$ cat config.mk
export PLATFORM = sky130hd
export DESIGN_NAME = memory_io_ctrl_v2
export DESIGN_NICKNAME = d
export VERILOG_FILES = /design/src/rtl/memory_io_ctrl_v2.sv
export SDC_FILE = /design/constraint.sdc
export NUM_CORES = 1
export LEC_CHECK = 0
export CORE_ASPECT_RATIO = 0.6
export CORE_MARGIN = 4
export CORE_UTILIZATION = 43
export CTS_BUF_LIST = sky130_fd_sc_hd__clkbuf_4
export DETAILED_ROUTE_END_ITERATION = 10
export PLACE_DENSITY = 0.77
export SETUP_SLACK_MARGIN = 0.05
export SLEW_MARGIN = 20
export SYNTH_ARGS = -nofsm -noshare
export SYNTH_HDL_FRONTEND = slang
export SYNTH_SLANG_ARGS = --single-unit
$ cat constraint.sdc
create_clock -name clk -period 1.67 [get_ports clk]
set_input_delay 0.2505 -clock clk [delete_from_list [all_inputs] [get_ports clk]]
set_output_delay 0.2505 -clock clk [all_outputs]
set_load 0.01 [all_outputs]
$ cat src/rtl/memory_io_ctrl_v2.sv
// ============================================================================
//  Module   : memory_io_ctrl_v2
//  Purpose  : Data-side router between the load/store unit and the data RAM,
//             with a small MMIO window of output and input ports at the top
//             of the word address space. All reads take one cycle.
//  Revision : 1.0  initial release
// ============================================================================
`default_nettype none

module memory_io_ctrl_v2 #(
    parameter int                    ADDR_WIDTH = 10,
    parameter int                    DATA_WIDTH = 32,
    parameter int                    NUM_OUT    = 2,
    parameter int                    NUM_IN     = 2,
    parameter logic [DATA_WIDTH-1:0] OUT_RST    = '0
) (
    input  logic                           clk,
    input  logic                           rst_n,
    input  logic                           req_valid,
    input  logic                           req_we,
    input  logic [ADDR_WIDTH-1:0]          req_addr,
    input  logic [DATA_WIDTH-1:0]          req_wdata,
    input  logic [DATA_WIDTH/8-1:0]        req_be,
    output logic                           rsp_valid,
    output logic [DATA_WIDTH-1:0]          rsp_rdata,
    output logic                           mem_wr_en,
    output logic                           mem_rd_en,
    output logic [ADDR_WIDTH-1:0]          mem_addr,
    output logic [DATA_WIDTH-1:0]          mem_wdata,
    output logic [DATA_WIDTH/8-1:0]        mem_be,
    input  logic [DATA_WIDTH-1:0]          mem_rdata,
    input  logic [NUM_IN*DATA_WIDTH-1:0]   port_in,
    output logic [NUM_OUT*DATA_WIDTH-1:0]  port_out,
    output logic [NUM_OUT-1:0]             port_out_stb
);

    localparam int                    BE_W        = DATA_WIDTH / 8;
    localparam logic [ADDR_WIDTH-1:0] c_MAX_ADDR  = '1;
    localparam logic [ADDR_WIDTH-1:0] c_MMIO_SPAN = ADDR_WIDTH'(NUM_OUT + NUM_IN - 1);
    localparam logic [ADDR_WIDTH-1:0] c_MMIO_BASE = c_MAX_ADDR - c_MMIO_SPAN;
    localparam logic [ADDR_WIDTH-1:0] c_NUM_OUT   = ADDR_WIDTH'(NUM_OUT);

    logic [ADDR_WIDTH-1:0]          w_off;
    logic                           w_mmio_hit;
    logic                           w_ram_hit;
    logic                           w_rd;
    logic                           w_wr_out;
    logic [DATA_WIDTH-1:0]          w_mmio_rdata;
    logic [NUM_OUT*DATA_WIDTH-1:0]  w_port_out;

    logic [NUM_IN*DATA_WIDTH-1:0]   r_sync1;
    logic [NUM_IN*DATA_WIDTH-1:0]   r_sync2;
    logic                           r_rsp_valid;
    logic                           r_rsp_ram;
    logic [DATA_WIDTH-1:0]          r_mmio_rdata;

    // Distance from the top of the address space; MMIO ports are indexed by it.
    assign w_off      = c_MAX_ADDR - req_addr;
    assign w_mmio_hit = (req_addr >= c_MMIO_BASE);
    assign w_ram_hit  = ~w_mmio_hit;
    assign w_rd       = req_valid & ~req_we;
    assign w_wr_out   = req_valid & req_we & w_mmio_hit & (w_off < c_NUM_OUT);

    assign mem_wr_en = req_valid &  req_we & w_ram_hit;
    assign mem_rd_en = req_valid & ~req_we & w_ram_hit;
    assign mem_addr  = req_addr;
    assign mem_wdata = req_wdata;
    assign mem_be    = req_be;

    always_comb begin
        w_mmio_rdata = '0;
        for (int k = 0; k < NUM_OUT; k++) begin
            if (w_off == ADDR_WIDTH'(k))
                w_mmio_rdata = w_port_out[k*DATA_WIDTH +: DATA_WIDTH];
        end
        for (int k = 0; k < NUM_IN; k++) begin
            if (w_off == ADDR_WIDTH'(NUM_OUT + k))
                w_mmio_rdata = r_sync2[k*DATA_WIDTH +: DATA_WIDTH];
        end
    end

    for (genvar k = 0; k < NUM_OUT; k++) begin : g_out
        logic                  w_wr_hit;
        logic [DATA_WIDTH-1:0] r_q;
        logic                  r_stb;

        assign w_wr_hit = w_wr_out & (w_off == ADDR_WIDTH'(k));

        // Strobe fires even with no byte enables set, so software can pulse a port.
        always_ff @(posedge clk or negedge rst_n) begin
            if (!rst_n) begin
                r_q   <= OUT_RST;
                r_stb <= 1'b0;
            end else begin
                r_stb <= w_wr_hit;
                for (int b = 0; b < BE_W; b++) begin
                    if (w_wr_hit && req_be[b])
                        r_q[b*8 +: 8] <= req_wdata[b*8 +: 8];
                end
            end
        end

        assign w_port_out[k*DATA_WIDTH +: DATA_WIDTH] = r_q;
        assign port_out_stb[k]                        = r_stb;
    end

    always_ff @(posedge clk or negedge rst_n) begin
        if (!rst_n) begin
            r_sync1 <= '0;
            r_sync2 <= '0;
        end else begin
            r_sync1 <= port_in;
            r_sync2 <= r_sync1;
        end
    end

    always_ff @(posedge clk or negedge rst_n) begin
        if (!rst_n) begin
            r_rsp_valid  <= 1'b0;
            r_rsp_ram    <= 1'b0;
            r_mmio_rdata <= '0;
        end else begin
            r_rsp_valid <= w_rd;
            r_rsp_ram   <= w_rd & w_ram_hit;
            if (w_rd)
                r_mmio_rdata <= w_mmio_rdata;
        end
    end

    assign port_out  = w_port_out;
    assign rsp_valid = r_rsp_valid;
    assign rsp_rdata = r_rsp_ram ? mem_rdata : r_mmio_rdata;

endmodule

`default_nettype wire

# ---- Yosys cells after proc, flatten, opt, wreduce, memory -nomap -nowiden
# Cells that the tools add are included.
dict set report totals {
  reg_bits 228
  inputBits 146
  output_inout_bits 147
  word_cells 45
}
dict set report classes {
  addsub 1
  n_lt_le_gt_ge 2
  n_eq_ne 3
  mux 5
  bitwise_logic 10
  reduce_logical 9
}
# cell count
set ops {}
lappend ops {{$mux W32} 5}
lappend ops {{$eq A10 B2 Y1 const B} 2}
lappend ops {{$eq A10 B1 Y1 const B} 1}
lappend ops {{$ge A10 B10 Y1 const B} 1}
lappend ops {{$logic_not A10 Y1} 1}
lappend ops {{$lt A10 B2 Y1 const B} 1}
lappend ops {{$sub A10 B10 Y10 const A} 1}
lappend ops {{$and A1 B1 Y1} 8}
lappend ops {{$logic_and A1 B1 Y1} 8}
lappend ops {{$not A1 Y1} 2}

# ---- Longest topological paths before layout
# Gate-level depths: netlist (run 1).
dict set report logic_depth {
  ltp_word 6
  ltp_mapped 7
  ltp_nobuf 4
}

# ---- Worst setup path after synthesis (run 1)
# No wires, ideal clock.
dict set report synth_path {
  path_type {in2reg}
  start {in req_addr[9]}
  end {reg g_out[0].r_q[10]}
  setup_ns 0.125
  t_arrival_ns 1.605
  path_slack_ns -0.060
  stages 5
  cell_sequence {nand4_1 -> nor4_4 -> and2_1 -> buf_4 -> mux2_2}
}
dict set report synth_between {
  elab_chain_cells 5
  word_cells_on_any_way 8
}
# element line_no
set synth_rtl {}
lappend synth_rtl {{start, declared} 21} ;# input logic [ADDR_WIDTH-1:0] req_addr,
lappend synth_rtl {{$sub A10 B10 Y10 or $ge A10 B10 Y1 (tied branches)} {58, 59}}
lappend synth_rtl {{$lt A10 B2 Y1 or $and A1 B1 Y1 (tied branches)} 62} ;# assign w_wr_out = req_valid & req_we & w_mmio_hit & (w_off < c_NUM_OUT);
lappend synth_rtl {{$and A1 B1 Y1} 62}
lappend synth_rtl {{$and A1 B1 Y1 (*)} 87} ;# assign w_wr_hit = w_wr_out & (w_off == ADDR_WIDTH'(k));
lappend synth_rtl {{named net g_out[0].w_wr_hit} 83} ;# logic w_wr_hit;
lappend synth_rtl {{$logic_and A1 B1 Y1 (*)} 97} ;# if (w_wr_hit && req_be[b])
lappend synth_rtl {{end signal, assigned by index} 98} ;# r_q[b*8 +: 8] <= req_wdata[b*8 +: 8];
lappend synth_rtl {{end, declared} 84} ;# logic [DATA_WIDTH-1:0] r_q;
# The timed path passes the listed nets; every way through them passes the cells marked *.
# A chain may end at the register's enable or synchronous reset.

# ---- Final worst setup path (run 1)
dict set report layout_path {
  start {reg r_rsp_ram}
  end {out rsp_rdata[10]}
}
dict set report layout_between {
  elab_chain_cells 1
}
# element line_no
set layout_rtl {}
lappend layout_rtl {{start, declared} 54} ;# logic r_rsp_ram;
lappend layout_rtl {{start signal, assigned} 124} ;# r_rsp_ram <= w_rd & w_ram_hit;
lappend layout_rtl {{$mux W32} 132} ;# assign rsp_rdata = r_rsp_ram ? mem_rdata : r_mmio_rdata;
lappend layout_rtl {{end, declared} 25} ;# output logic [DATA_WIDTH-1:0] rsp_rdata,
# No other way between the ends.

==> run_results.csv, run 1 <==
group,metric,value,unit
run_status,run_status,"finished, violations left",
run_status,violations,"negative setup slack",
grt,antenna_violations_before_repair,0,
power_and_ir_drop,power_total,0.0113,W
synth,synth-warning-count,0,
place,finalWeightedCongestion,0.795,
timing,finalHoldViolations,0,
timing,grt_setup_unrepaired,"yes",
grt,grt_pass1_vias,6634,
clock_network,clockRootBuffer,"clkbuf_4",
detailed_routing,route.vias.total,5930,
floorplan,ioPinCount,293,
place,dp_worst_setup_slack,-0.597,ns
setup_path,path_cells,"buf_12, buf_16, mux2_4, buf_6",
detailed_routing,routedWlPerCell,21.2,um
floorplan,design.die.area,0.0220,mm^2
setup_path,critPathKind,"reg -> out",
timing,worstMarginPinSlew,0.413,ns
setup_path,worst-endpoint-arrival,1.75,ns
clock_network,ctsLongestPathBuffers,3,
setup_path,critical_path.top_delay_family,"flip-flops",
setup_path,worstRegToRegCells,4,
clock_network,cts-buffers-inserted,52,
setup_path,cp_data_required_time,1.42,ns
timing,worst_slack,-0.335,ns
synth,synth.yosys.seq_area_share,67.6,%
timing,fmax,0.499,GHz
timing,setup_tns,-10.01,ns
place,dp_hpwl,18000,um
synth,synth_top_area_share,67.6,%
worst_hold_path,timing.hold.worst.class,"in -> reg",
synth,postSynth.asyncResetShare,100,%
clock_network,clock_sink_count,228,
setup_path,critical_path_cell_count,4,
place,port_buffers,292,
setup_path,critical_path_fanout_max,5,
job,maxCapViolations,0,
floorplan,placement_rows,39,
clock_network,clock_latency,0.62,ns
layout,drive_above_1_share,37.9,%
synth,synth.most_common_cell,"dfrtp_1",
timing,fin_worst_skew,0.0457,ns
detailed_routing,drt_first_pass_iters,4,
setup_path,timing.critical_path.slowest_cell_delay,0.42,ns
floorplan,chip_height,117,um
detailed_routing,viasPerCell,4.90,
synth,synth.cell_area,0.00844,mm^2
layout,synthToLayoutAreaGrowth,54.3,%
setup_path,worst_setup_path_start_kind,"flip-flop",
synth,syn_inst,520,
synth,ys_dominant_reg_cell,"dfrtp_1",
detailed_routing,drc_errors,0,
timing,slew_headroom,72.5,%
grt,wire_length_of_the_first_global_routing_pass,38200,um
timing,setup_viol_count_final,32,
synth,syn-num-nets,666,
power_and_ir_drop,cellPowerDensity,869,mW/mm^2
power_and_ir_drop,total_leakage_power,6.34,nW
clock_network,cts_max_level,2,
clock_network,cts.reportedPaths.clkPinSlew,0.07,ns
detailed_routing,drt.antenna.violating_nets,0,
clock_network,clock_tree_from_tritoncts,"done",
setup_path,timing.critical_path.to_type,"output port",
worst_hold_path,min_path_cells,1,
synth,post_synth_main_area_contributors,"dfrtp_1 (68%), mux2_2 (13%), mux4_2 (5.1%)",
synth,postSynthAreaPerCell,16.2,um^2
floorplan,initial_utilization,44.1,%
layout,fin_nets,1050,
timing,final.min_clock_period,2.00,ns
grt,grt.total_usage,23.1,%
setup_path,cp_num_buf_inv,3,
timing,finalMaxSlewViolations,0,
synth,yosys_register_bits,228,
floorplan,core-area,0.0191,mm^2
timing,post-route-period-util,120,%
power_and_ir_drop,ir_worst_vdd,442,uV
synth,synth_edf_count,0,
grt,pin_count_of_the_biggest_net_entering_global_routing,60,
timing,hold_slack,0.0689,ns
floorplan,die_width,189,um
synth,yosysTopAreaCell,"dfrtp_1",
detailed_routing,dr.first_iter.drc_count,212,
synth,yosys.cell_types.count,22,
detailed_routing,routed_wirelength,25600,um
layout,final_core_utilization,68.1,%
setup_path,crit_slowest_cell,"dfrtp_2",
synth,post_synth_most_frequent_cells,"dfrtp_1 (228), mux2_2 (96), buf_4 (49), nand2_1 (28)",
grt,grt_overflow_total,0,
==> timing repair <==
action                                  in CTS  in global routing
endpoints found under the setup margin     116                105
buffers inserted                            27                 14
resized for setup                          313                 47
gates cloned                                 3                  0
hold buffers                                11                  1
endpoints found under the hold margin      238                  1
pin swaps                                    1                  3
==> worst paths after layout <==
kind                             startpoint               end  slack (ns)
max                               r_rsp_ram     rsp_rdata[10]       -0.33
min                             port_in[27]       r_sync1[27]        0.07
max reg2reg                g_out[0].r_q[29]  r_mmio_rdata[29]        0.22
min reg2reg                     r_sync1[39]       r_sync2[39]        0.35
max in group asynchronous             rst_n       r_sync2[18]        0.84
min in group asynchronous             rst_n  r_mmio_rdata[26]        0.14
==> placed cells by master (no fill, tap or decap), drive strengths merged <==
master,instances
dfrtp,228
clkdlybuf4s50,163
buf,138
mux2,96
clkbuf,86
clkdlybuf4s15,47
nand2,35
dlygate4sd2,22
mux4,19
a22o,19
mux2i,13
o211ai,13
a2bb2oi,13
clkinv,12
dlygate4sd3,12
dlymetal6s2s,11
nor2,3
nand4,2
nor4,2
nand2b,2
diode,1
inv,1
and2,1
nor3,1
nand3b,1
or2,1
bufinv,1
==> layer usage <==
layer,routed length [um],up-vias,global-route usage [%]
met2,11900,261,36.6
li1,-,2603,-
met1,11200,3033,30.9
met5,0,-,0
met3,2130,33,8.69
met4,347,0,5.53
==> per-stage QoR <==
| stage | instance area, um^2 | std cells |
|---|---|---|
| finish | 13000 | 1209 |
| global route | 13000 | 1208 |
| CTS | 12900 | 1195 |
| detailed placement | 11800 | 1062 |
| global placement | 11800 | 1062 |
| floorplan | 8470 | 520 |
==> final cells by class <==
| type | instances | area (um^2) |
|---|---|---|
| diodes | 1 | 2.50 |
| clock buffers | 79 | 593 |
| clock inverters | 13 | 75.1 |
| fillers | 1390 | 6110 |
| inverters | 1 | 3.75 |
| multi-input cells | 221 | 2360 |
| flip-flops and latches | 228 | 5710 |
| well taps | 266 | 333 |
| repair buffers | 400 | 3950 |
==> worst register-to-register path: stages, from the launching register on <==
cell,delay (ns)
dfrtp_1,0.40
buf_4,0.14
buf_4,0.12
mux4_2,0.46
a22o_1,0.21
==> cells by family after synthesis <==
logic type      synth area share [%]
compound gates                  4.48
simple gates                    3.06
flops                           67.6
buf+inv                         5.41
mux                             19.4
==> report_power, final <==
part / leakage [nW] / switching [W] / internal [W] / total (W)
Clock: 0.396 / 0.00210 / 0.00231 / 0.00440
Combinational: 3.06 / 0.000476 / 0.000693 / 0.00117
Sequential: 2.88 / 0.0000522 / 0.00569 / 0.00574
==> sequential cells by signal, indices dropped and copies added (netlist names) <==
register,cells
g_out.r_q,64
r_sync1,64
r_sync2,64
r_mmio_rdata,32
g_out.r_stb,2
rsp_valid,1
r_rsp_ram,1
No activity file was read; power rests on OpenSTA's default activity.
==> run 2: changes to the inputs <==
--- a/config.mk
+++ b/config.mk
@@ -8,8 +8,9 @@
 export CORE_ASPECT_RATIO = 0.6
 export CORE_MARGIN = 4
 export CORE_UTILIZATION = 43
-export CTS_BUF_LIST = sky130_fd_sc_hd__clkbuf_4
+export CTS_BUF_LIST = sky130_fd_sc_hd__clkbuf_8
 export DETAILED_ROUTE_END_ITERATION = 10
+export HOLD_SLACK_MARGIN = 0.06
 export PLACE_DENSITY = 0.77
 export SETUP_SLACK_MARGIN = 0.05
 export SLEW_MARGIN = 20
==> run 2 against run 1 <==
  * The run still ends with negative setup slack left
  * Global-route usage fell by 0.34 points
  * Die area unchanged
  * Worst hold slack improved by 0.12 ns
  * Clock power is 8.4% higher
  * Non-clock buffer count decreased by 36
  * Final area fell by 1.6%
  * First-iteration DRC count grew 24%
  * Highest routed layer unchanged
==> run_results.csv, run 2 (synthesis gave the netlist of run 1 again) <==
group,metric,value,unit
grt,grt_pass1_vias,6335,
setup_path,critPathKind,"reg -> out",
floorplan,initial_utilization,44.1,%
clock_network,cts-buffers-inserted,35,
grt,layer_with_the_highest_usage_after_global_routing,"met2",
setup_path,critical_path_fanout_max,5,
grt,pin_count_of_the_biggest_net_entering_global_routing,60,
clock_network,cts_max_level,2,
clock_network,clock_tree_from_tritoncts,"done",
timing,finalHoldViolations,0,
worst_hold_path,holdCritStartpoint,"port_in[44]",
setup_path,regToRegSetupSlack,0.32,ns
power_and_ir_drop,ir_worst_vdd,550,uV
timing,fin_worst_skew,0.0142,ns
timing,final.min_clock_period,1.90,ns
grt,grt_overflow_total,0,
layout,final_core_utilization,67.0,%
place,placement.cell_area,0.0118,mm^2
layout,fin_cells,1140,
setup_path,crit_slowest_cell,"dfrtp_2",
setup_path,r2r_startpoint,"g_out[0].r_q[6]",
timing,slew_headroom,72.2,%
setup_path,worstRegToRegCells,3,
timing,post-route-period-util,114,%
grt,grt_use_met1,31.1,%
timing,fmax,0.526,GHz
setup_path,timing.critical_path.to_type,"output port",
grt,grt.met2_usage,35.7,%
layout,finish.instance_area,0.0128,mm^2
setup_path,timing.critical_path.slowest_cell_delay,0.43,ns
setup_path,worst_setup_path_start_kind,"flip-flop",
floorplan,core-area,0.0191,mm^2
grt,gr-usage-met3,8.45,%
worst_hold_path,timing.hold.worst.class,"in -> reg",
place,place.detailed.instances,1062,
clock_network,cts.reportedPaths.clkPinSlew,0.06,ns
detailed_routing,drt.antenna.violating_nets,0,
floorplan,design.die.area,0.0220,mm^2
run_status,run_status,"finished, violations left",
clock_network,ctsLongestPathBuffers,3,
setup_path,path_cells,"buf_12, buf_12, mux2_4, buf_6",
timing,finalMaxSlewViolations,0,
place,finalWeightedCongestion,0.795,
place,port_buffers,292,
clock_network,clock_sink_count,228,
detailed_routing,drt_first_pass_iters,6,
setup_path,setup.worst_path.start,"r_rsp_ram",
detailed_routing,routed_wirelength,25300,um
setup_path,cpMostUsedCell,"buf_12",
setup_path,cp-endpoint,"rsp_rdata[4]",
setup_path,cp_data_required_time,1.42,ns
place,dp_hpwl,18000,um
grt,antenna_violations_before_repair,0,
layout,registers_with_the_most_flip_flops,"g_out.r_q x64, r_sync1 x64, r_sync2 x64",
run_status,violations,"negative setup slack",
detailed_routing,routedWlPerCell,22.2,um
layout,fin_nets,997,
setup_path,worst-endpoint-arrival,1.65,ns
timing,setup_tns,-6.72,ns
power_and_ir_drop,total_leakage_power,6.39,nW
grt,grt.total_usage,22.7,%
layout,drive_above_1_share,33.3,%
timing,setup_viol_count_final,32,
job,maxCapViolations,0,
layout,synthToLayoutAreaGrowth,51.9,%
timing,grt_setup_unrepaired,"yes",
timing,worst_slack,-0.231,ns
detailed_routing,viasPerCell,4.91,
place,dp_worst_setup_slack,-0.597,ns
floorplan,chip_height,117,um
layout,layout_commonest_cell,"dfrtp_1",
layout,final_cell_mix,"dfrtp_1 (226), clkdlybuf4s50_1 (165), dlygate4sd2_1 (84)",
clock_network,clock_latency,0.49,ns
grt,wire_length_of_the_first_global_routing_pass,37600,um
power_and_ir_drop,cellPowerDensity,910,mW/mm^2
layout,fill_cells,1397,
clock_network,clockRootBuffer,"clkbuf_8",
detailed_routing,dr.first_iter.drc_count,262,
floorplan,ioPinCount,293,
timing,worstMarginPinSlew,0.417,ns
detailed_routing,drc_errors,0,
setup_path,reg2reg_to,"r_mmio_rdata[6]",
detailed_routing,route.vias.total,5599,
floorplan,die_width,189,um
layout,insertedDiodeCount,0,
floorplan,placement_rows,39,
==> run 2: cell count changes in the layout (fill, tap and decap cells not counted), moves of 11 or more <==
cell             delta
clkbuf_4           -79
dlygate4sd3_1      -11
buf_4              -30
dlygate4sd2_1      +62
clkbuf_8           +51
clkinv_1           -12
clkdlybuf4s15_1    -47
==> run 2: power by group <==
part,switching (W),internal (W),total [W],leakage [nW]
combinational,0.000472,0.000674,0.00115,3.09
sequential,0.0000524,0.00569,0.00574,2.88
clock,0.00209,0.00268,0.00477,0.413
==> run 2: worst min path at each step <==
| stage | endpoint | cells after the start | slack (ns) |
|---|---|---|---|
| 3_3_place_gp | r_mmio_rdata[26] | 1 | 0.19 |
| 5_1_grt | r_sync1[49] | 1 | 0.15 |
| 6_report | r_sync1[44] | 1 | 0.19 |
| 3_5_place_dp | r_mmio_rdata[26] | 1 | 0.20 |
| 4_1_cts | r_sync1[44] | 1 | 0.16 |
| 2_1_floorplan | g_out[0].r_q[0] | 0 | -0.05 |
==> run 2: what timing repair did <==
item | in CTS | in global routing
gates resized for setup | 272 | 16
pin swaps | 4 | 0
endpoints found under the hold margin | 169 | 0
setup endpoints to repair | 166 | 39
cloned | 4 | 0
hold buffers | 1 | 0
buffers inserted | 15 | 0
==> run 2: metrics by stage <==
stage | total power [W] | hold WS [ns]
global placement | 0.00693 | 0.190
floorplan | 0.00616 | -0.0451
finish | 0.0117 | 0.185
CTS | 0.0118 | 0.158
global route | 0.0121 | 0.152
detailed placement | 0.00695 | 0.197
==> run 2: worst max-delay path, delay by kind of cell, from the launching register on <==
kind	cells	cell delay, ns
flip-flops	1	0.43
buffers and inverters	3	0.41
multiplexers	1	0.30
==> run 2: per-layer routing <==
| metal | wire length, um | share of wire (%) |
|---|---|---|
| met2 | 11600 | 46 |
| met1 | 10900 | 43 |
| met3 | 2490 | 9.8 |
| met5 | 0 | 0 |
| met4 | 278 | 1.1 |
==> run 2: final cells by class <==
type / instances / area, um^2 / share of cell area (%)
sequential: 228 / 5710 / 44.5
clock buffer: 51 / 702 / 5.48
clock inverter: 9 / 38.8 / 0.303
multi-input combinational: 221 / 2380 / 18.6
inverter: 1 / 3.75 / 0.0293
tap: 266 / 333 / 2.60
timing repair buffer: 364 / 3650 / 28.5
